File: config.mk
export PLATFORM = sky130hd
export DESIGN_NAME = count_driver_flat
export DESIGN_NICKNAME = d
export VERILOG_FILES = /design/src/rtl/counter_pkg.sv /design/src/rtl/count_driver_if.sv /design/src/rtl/count_gap_timer.sv /design/src/rtl/count_driver.sv /design/src/flat_wrapper.sv
export SDC_FILE = /design/constraint.sdc
export NUM_CORES = 1
export LEC_CHECK = 0
export CAP_MARGIN = 20
export CORE_UTILIZATION = 30
export CTS_CLUSTER_SIZE = 24
export DETAILED_ROUTE_END_ITERATION = 8
export PLACE_DENSITY_LB_ADDON = 0.05
export SLEW_MARGIN = 20
export SYNTH_ARGS = -nofsm -noshare
export SYNTH_HDL_FRONTEND = slang
export SYNTH_HIERARCHICAL = 1
export SYNTH_SLANG_ARGS = --single-unit
File: constraint.sdc
create_clock -name clk -period 2.5 [get_ports clk]
set_input_delay 0.5 -clock clk [delete_from_list [all_inputs] [get_ports clk]]
set_output_delay 0.5 -clock clk [all_outputs]
set_load 0.005 [all_outputs]
File: src/rtl/counter_pkg.sv
// counter_pkg: shared defaults and driver state encoding for the up-counter block
package counter_pkg;
  localparam int DEF_WIDTH = 8;
  localparam int DEF_GAP_W = 4;
  typedef enum logic [1:0] {IDLE, ISSUE, WAIT, CHECK} drv_state_t;
endpackage

File: src/rtl/count_driver_if.sv
// count_driver_if: burst command, counter strobe and check-result bundle
interface count_driver_if #(parameter int WIDTH = 8, parameter int GAP_W = 4);
  logic             start;
  logic [WIDTH-1:0] burst_len;
  logic [GAP_W-1:0] gap;
  logic [WIDTH-1:0] i_count;
  logic             count_en;
  logic             count_valid;
  logic             busy;
  logic             done;
  logic [WIDTH-1:0] o_issued;
  logic             mismatch;
  modport master (input start, burst_len, gap, i_count,
                  output count_en, count_valid, busy, done, o_issued, mismatch);
  modport slave (output start, burst_len, gap, i_count,
                 input count_en, count_valid, busy, done, o_issued, mismatch);
endinterface

File: src/rtl/count_gap_timer.sv
// count_gap_timer: loadable down-counter flagging the last idle cycle of a gap
module count_gap_timer import counter_pkg::*; #(parameter int GAP_W = DEF_GAP_W) (
  input  logic             clk,
  input  logic             resetn,
  input  logic             load,
  input  logic [GAP_W-1:0] value,
  output logic             expired
);
  logic [GAP_W-1:0] cnt;
  always_ff @(posedge clk or negedge resetn)
    if (!resetn) cnt <= '0;
    else cnt <= load ? value : cnt != '0 ? cnt - GAP_W'(1) : cnt;
  assign expired = cnt == GAP_W'(1);
endmodule

File: src/rtl/count_driver.sv
// count_driver: issues a burst of counter increment strobes and checks the returned count.
// COUNT_DRIVER_CHECK_EN enables the base snapshot and comparator; otherwise mismatch is 0.
module count_driver import counter_pkg::*; #(
  parameter int WIDTH = DEF_WIDTH,
  parameter int GAP_W = DEF_GAP_W
) (
  input logic            clk,
  input logic            resetn,
  count_driver_if.master bus
);
  drv_state_t       state;
  logic [WIDTH-1:0] len;
  logic [GAP_W-1:0] g;
  logic             last, load, expired;
  assign last = bus.o_issued + WIDTH'(1) == len;
  assign load = state == ISSUE && !last && g != '0;
  count_gap_timer #(.GAP_W(GAP_W)) u_timer (
    .clk(clk), .resetn(resetn), .load(load), .value(g), .expired(expired)
  );
  always_ff @(posedge clk or negedge resetn) begin
    if (!resetn) begin
      state <= IDLE;
      len <= '0;
      g <= '0;
      bus.count_en <= 1'b0;
      bus.count_valid <= 1'b0;
      bus.busy <= 1'b0;
      bus.done <= 1'b0;
      bus.o_issued <= '0;
    end else begin
      bus.done <= 1'b0;
      case (state)
        IDLE: if (bus.start) begin
          len <= bus.burst_len;
          g <= bus.gap;
          bus.o_issued <= '0;
          bus.busy <= 1'b1;
          bus.count_en <= 1'b1;
          bus.count_valid <= bus.burst_len != '0;
          state <= bus.burst_len == '0 ? CHECK : ISSUE;
        end
        ISSUE: begin
          bus.o_issued <= bus.o_issued + WIDTH'(1);
          bus.count_valid <= !last && g == '0;
          state <= last ? CHECK : g == '0 ? ISSUE : WAIT;
        end
        WAIT: if (expired) begin
          bus.count_valid <= 1'b1;
          state <= ISSUE;
        end
        CHECK: begin
          bus.busy <= 1'b0;
          bus.count_en <= 1'b0;
          bus.done <= 1'b1;
          state <= IDLE;
        end
        default: state <= IDLE;
      endcase
    end
  end
`ifdef COUNT_DRIVER_CHECK_EN
  logic [WIDTH-1:0] base;
  // CHECK sees i_count after the final strobe's increment has landed
  always_ff @(posedge clk or negedge resetn) begin
    if (!resetn) begin
      base <= '0;
      bus.mismatch <= 1'b0;
    end else if (state == IDLE && bus.start) begin
      base <= bus.i_count;
      bus.mismatch <= 1'b0;
    end else if (state == CHECK) begin
      bus.mismatch <= bus.i_count != base + len;
    end
  end
`else
  assign bus.mismatch = 1'b0;
`endif
endmodule

File: src/flat_wrapper.sv
// flat-port wrapper written by rule: the top's interface ports become plain ports
module count_driver_flat import counter_pkg::*;
#(
  parameter int WIDTH = DEF_WIDTH,
  parameter int GAP_W = DEF_GAP_W
)
  (clk, resetn, bus_start, bus_burst_len, bus_gap, bus_i_count, bus_count_en, bus_count_valid, bus_busy, bus_done, bus_o_issued, bus_mismatch);
  count_driver_if #(.WIDTH(WIDTH), .GAP_W(GAP_W)) bus_i ();
  input logic clk;
  input logic resetn;
  input wire logic [$bits(bus_i.start)-1:0] bus_start;
  input wire logic [$bits(bus_i.burst_len)-1:0] bus_burst_len;
  input wire logic [$bits(bus_i.gap)-1:0] bus_gap;
  input wire logic [$bits(bus_i.i_count)-1:0] bus_i_count;
  output wire logic [$bits(bus_i.count_en)-1:0] bus_count_en;
  output wire logic [$bits(bus_i.count_valid)-1:0] bus_count_valid;
  output wire logic [$bits(bus_i.busy)-1:0] bus_busy;
  output wire logic [$bits(bus_i.done)-1:0] bus_done;
  output wire logic [$bits(bus_i.o_issued)-1:0] bus_o_issued;
  output wire logic [$bits(bus_i.mismatch)-1:0] bus_mismatch;
  assign bus_i.start = bus_start;
  assign bus_i.burst_len = bus_burst_len;
  assign bus_i.gap = bus_gap;
  assign bus_i.i_count = bus_i_count;
  assign bus_count_en = bus_i.count_en;
  assign bus_count_valid = bus_i.count_valid;
  assign bus_busy = bus_i.busy;
  assign bus_done = bus_i.done;
  assign bus_o_issued = bus_i.o_issued;
  assign bus_mismatch = bus_i.mismatch;
  count_driver #(.WIDTH(WIDTH), .GAP_W(GAP_W)) u_core (.clk(clk), .resetn(resetn), .bus(bus_i));
endmodule
# After elaboration in Yosys (flattened, before gate mapping)
# Cells that the tools add are included.
dict set report totals {
  regBits 29
  elab_cells 52
}
dict set report classes {
  n_addsub 2
  n_eq_ne 7
  n_mux 16
  reduce_logical 19
}
# operator count
set op_table {}
lappend op_table {{$pmux W8 S2} 1}
lappend op_table {{$mux W2} 5}
lappend op_table {{$add A8 B1 Y8 const B} 1}
lappend op_table {{$eq A8 B8 Y1} 1}
lappend op_table {{$logic_not A8 Y1} 1}
lappend op_table {{$mux W4} 2}
lappend op_table {{$mux W8} 1}
lappend op_table {{$pmux W2 S4} 1}
lappend op_table {{$reduce_and A2 Y1} 4}
lappend op_table {{$reduce_bool A4 Y1} 2}
lappend op_table {{$reduce_bool A8 Y1} 1}
lappend op_table {{$reduce_bool A2 Y1} 3}
lappend op_table {{$eq A2 B2 Y1 const B} 2}
lappend op_table {{$eq A4 B1 Y1 const B} 1}
lappend op_table {{$logic_not A4 Y1} 1}
lappend op_table {{$mux W1} 4}
lappend op_table {{$sub A4 B1 Y4 const B} 1}
lappend op_table {{$logic_and A1 B1 Y1} 3}
lappend op_table {{$pmux W1 S3} 1}
lappend op_table {{$reduce_and A3 Y1} 1}
lappend op_table {{$reduce_bool A3 Y1} 1}
lappend op_table {{$eq A2 B1 Y1 const B} 1}
lappend op_table {{$logic_not A2 Y1} 1}
lappend op_table {{$ne A2 B1 Y1 const B} 1}
lappend op_table {{3 further kinds} 3}

# Longest topological paths before layout
# Gate-level depths: netlist of the first run.
dict set report depth {
  ltp_word 6
  ltp_mapped 9
  mapped_depth_nobuf 8
}

# By module
# Netlist of the first run, hierarchy kept.
# module instances cells_each area_each_um2 seq_area_each_um2
set by_module_without_submodules {}
lappend by_module_without_submodules {count_driver 1 137 1448.9 625.6}
lappend by_module_without_submodules {count_gap_timer 1 25 257.7 100.1}

# Least setup slack after synthesis of the first run
# OpenSTA, ideal clock, no wires.
dict set report synth_timing {
  kind {reg2reg}
  start {register u_core.bus.o_issued[0]}
  end {register u_core.u_timer.cnt[1]}
  setup_time_ns 0.121
  arrival_ns 1.974
  t_required_ns 2.379
  setup_slack_ns 0.405
  path_stages_with_launch 10
  n_path_buf 1
  period_less_slack_ns 2.095
  cell_sequence {dfrtp_1 > ha_1 > nand2b_1 > and3b_2 > a211oi_1 > nor4b_2 > nor2_1 > clkbuf_1 > a21oi_1 > a22o_1}
}
dict set report synth_between {
  elab_chain_len 6
  word_cells_on_any_way 7
  classes_between {1 x add/sub; 1 x eq/ne; 1 x mux; 4 x reduce/logical}
}
# item line_no
set synth_lines {}
lappend synth_lines {{start, declared} count_driver_if.sv:14} ;# output count_en, count_valid, busy, done, o_issued, mismatch);
lappend synth_lines {{start signal, assigned} count_driver.sv:43} ;# bus.o_issued <= bus.o_issued + WIDTH'(1);
lappend synth_lines {{$add A8 B1 Y8 *} count_driver.sv:15} ;# assign last = bus.o_issued + WIDTH'(1) == len;
lappend synth_lines {{$eq A8 B8 Y1 *} count_driver.sv:15}
lappend synth_lines {{$logic_not A1 Y1 *} count_driver.sv:16} ;# assign load = state == ISSUE && !last && g != '0;
lappend synth_lines {{$logic_and A1 B1 Y1 * (2 in a row)} count_driver.sv:16}
lappend synth_lines {{via u_core.load} count_driver.sv:14} ;# logic last, load, expired;
lappend synth_lines {{$mux W4 / $reduce_bool A2 Y1 (equally long branches)} n/a}
lappend synth_lines {{end signal, assigned} count_gap_timer.sv:12} ;# else cnt <= load ? value : cnt != '0 ? cnt - GAP_W'(1) : cnt;
lappend synth_lines {{end, declared} count_gap_timer.sv:9} ;# logic [GAP_W-1:0] cnt;
# Mark *: on every way through the listed nets, which the timed path passes. The rest lies on a longest branch.
# A chain may end at the register's enable or synchronous reset.

# Final worst setup path of the first run
dict set report layout_timing {
  start {register u_core.bus.o_issued[1]}
  end {register u_core.u_timer.cnt[1]}
}
# The elaborated chain is that of the path after synthesis.

==> summary.md, run 1 <==
| Metric | Value |
|---|---|
| Area share of the largest cell type after synthesis | `42.5%` |
| Post-layout util | `39.3%` |
| Area leader, netlist | `dfrtp_1` |
| Synthesized Nets | `193` |
| IO Count | `36` |
| Slew headroom | `62.2%` |
| Placement Rows | `27` |
| Number of port buffers | `26` |
| Synth Instances | `162` |
| Most common cell after layout, fill and taps aside | `dfrtp_1` |
| Unrepaired setup endpoints after global routing | `no` |
| Layout cell share with drive strength beyond 1 | `13.0%` |
| Fin crit share | `93.1%` |
| VDD IR max | `0.000516 V` |
| Gpl congestion | `0.791` |
| # clock sinks | `29` |
| Max Root-Sink Buffers | `2` |
| First-pass GRT wire length | `6150 um` |
| Initial antenna violation count | `0` |
| Reg clk slew, reported paths | `0.06 ns` |
| Fmax | `430 MHz` |
| # DRC | `0` |
| Crit path largest cell delay | `0.42 ns` |
| Die ar. | `5990 um^2` |
| Worst Tran Pin Value | `0.563 ns` |
| Post-DP HPWL | `2790 um` |
| GR Util All Layers | `13.5%` |
| Crit start category | `register` |
| Nets | `223` |
| Antenna Cells | `0` |
| H-tree depth | `2` |
| Worst-skew pair later-pin latency | `0.28 ns` |
| Detailed-route via count | `1,311` |
| Buf/Inv on CP | `0` |
| Final setup violation count | `0` |
| First-pass DRT Iterations | `4` |
| Synth Register Bits | `29` |
| Post-synthesis cell type count | `45` |
| CTS tree | `yes` |
| Area contributors post-synth | `dfrtp_1 (43%), ha_1 (5.9%), mux2_2 (4.6%)` |
| Post-synth EDFFs | `0` |
| Gr ovfl total | `0` |
| Fill count | `540` |
| Syn Area/Cell | `10.5 um^2` |
| Top Family by Delay on Critical Path | `simple AND/OR/NAND/NOR gates` |
| WL final | `3660 um` |
| LEAKAGE | `0.921 nW` |
| Hold Crit Class | `reg2reg` |
| Crit-path slowest cell | `dfrtp_1` |
| Die span in y | `77.4 um` |
| Initial core utilization | `31.0%` |
| Setup CP Type | `reg2reg` |
| Vias per inst | `4.95` |
| Worst Path Arrival | `2.50 ns` |
| Worst path cell trace | `ha_1 > nand2b_1 > and3b_2 > a211oi_1 > nor4b_4 > nor2_2 > a21oi_1 > a22o_1` |
| Initial DRC count | `78` |
| Worst EP required | `2.67 ns` |
| Max Slew Vio Count | `0` |
| Core area | `5510 um^2` |
| Post-CTS Setup Bufs | `0` |
| P&R area growth vs syn | `26.8%` |
| Crit end category | `register` |
| CP Max Fanout | `8` |
| Antenna-violating nets left | `0` |
| Pwr/cell area | `1160 nW/um^2` |
| Min Clock Period, post-route | `2.33 ns` |
| Root Driver | `clkbuf_8` |
| Setup TNS | `0 ns` |
| Yosys warnings | `6` |
| Hold Fails Final Rpt | `0` |
| Max Cap Viol | `0` |
| Largest net degree at the start of global routing | `30` |
| Vias in the first global route | `1,265` |
| Run status | `complete, no violations` |
| Highest-count cells in the layout ignoring fill and taps | `dfrtp_1 (29), clkdlybuf4s50_1 (26), nand2_1 (17), ha_1 (8)` |
| Worst Clk Skew | `0.00630 ns` |
| Post-DR wirelength/cell | `13.8 um` |
| Sequential element share of the synthesized area | `42.5%` |
| Ys flop type | `dfrtp_1` |
| Ys async rst share | `100%` |
| Mapped Area | `1710 um^2` |
| Die W | `77.4 um` |
| Num CTS Buffers | `5` |
==> registers in the layout (all words and copies together) (netlist names) <==
signal and flops:
u_core/bus.busy 1, u_core/bus.count_valid 1, u_core/bus.done 1, u_core/bus.o_issued 8, u_core/g 4, u_core/len 8
u_core/state 2, u_core/u_timer/cnt 4
==> power breakdown <==
| group | internal [W] | switching [W] |
|---|---|---|
| combinational | 0.000631 | 0.000575 |
| sequential | 0.000676 | 0.000196 |
| clock | 0.000248 | 0.000178 |
| total | 0.00156 | 0.000949 |
==> Yosys cell counts, drive strengths merged (2+ instances only) <==
master and count:
nand3 3, or4 3, mux2 13, xnor2 7, nor3 4, mux2i 4, o31ai 2, dfrtp 29
nor2 8, inv 5, nand2 17, ha 8, nor2b 2, o21ai 9, a22o 7, xor2 5
a21oi 2, nand2b 4, buf 5, clkbuf 2, nor4 3, nor3b 2, a21o 2
==> per-stage QoR <==
stage | hold slack, ns | total power (W) | std cells | setup slack [ns] | cell area [um^2]
detailed placement | 0.513 | 0.00208 | 257 | 0.151 | 2050
floorplan | 0.204 | 0.00171 | 162 | 0.405 | 1710
finish | 0.516 | 0.00250 | 265 | 0.172 | 2160
global route | 0.547 | 0.00272 | 265 | 0.0802 | 2160
global placement | 0.505 | 0.00203 | 257 | 0.237 | 2050
CTS | 0.528 | 0.00252 | 265 | 0.103 | 2150
==> worst reg2reg max path: cells and delay by family (launching register included) <==
| family | cells | cell delay, ns |
|---|---|---|
| compound gates | 3 | 0.68 |
| fa+ha+maj | 1 | 0.28 |
| flops | 1 | 0.42 |
| simple gates | 4 | 0.84 |
==> cell type report <==
type                       count  area, um^2  share of cell area (%)
multi-input combinational    121         937                    43.3
sequential                    29         726                    33.5
timing repair buffer          30         290                    13.4
clock buffer                   7        96.3                    4.45
tap                           72        90.1                    4.16
inverter                       5        18.8                   0.868
clock inverter                 1        5.00                   0.231
==> what timing repair did <==
item | 4_1_cts | 5_1_grt
endpoints found under the setup margin | 0 | 3
resized for setup | 0 | 2
hold buffers | 0 | 0
==> cell families after synthesis <==
family | after synthesis | share of synthesized area [%]
AO/OA/AOI/OAI | 33 | 14.2
XOR/XNOR | 12 | 6.16
adder cells (fa/ha/maj) | 8 | 5.87
buffers and inverters | 12 | 3.23
flip-flops | 29 | 42.5
multiplexers | 17 | 10.9
other | 1 | 0.220
AND/OR/NAND/NOR | 50 | 16.9
==> routing by layer <==
layer	vias to the layer above	wire, um	track usage, %
met1	619	1810	17.3
met4	0	66	6.23
li1	648	-	-
met5	-	0	0
met2	39	1620	20.6
met3	5	157	4.12
==> final timing paths <==
path                                        startpoint                     to  slack (ns)  depth (start not counted)
min in group asynchronous                       resetn        u_core/bus.done        0.61                          2
max in group asynchronous                       resetn          u_core/len[1]        1.61                          2
worst max-delay path            u_core/bus.o_issued[1]  u_core/u_timer/cnt[1]        0.17                          8
worst max register to register  u_core/bus.o_issued[1]  u_core/u_timer/cnt[1]        0.17                          8
worst min register to register           u_core/len[1]          u_core/len[1]        0.52                          1
worst min-delay path                     u_core/len[1]          u_core/len[1]        0.52                          1
Note: power is estimated with default switching activity, not from simulation.
==> run 2: changes to the inputs <==
GPL_ROUTABILITY_DRIVEN = 0   (was unset)
==> results of run 2 <==
Same layout as run 1: the final DEF is identical, and so are final timing and power.
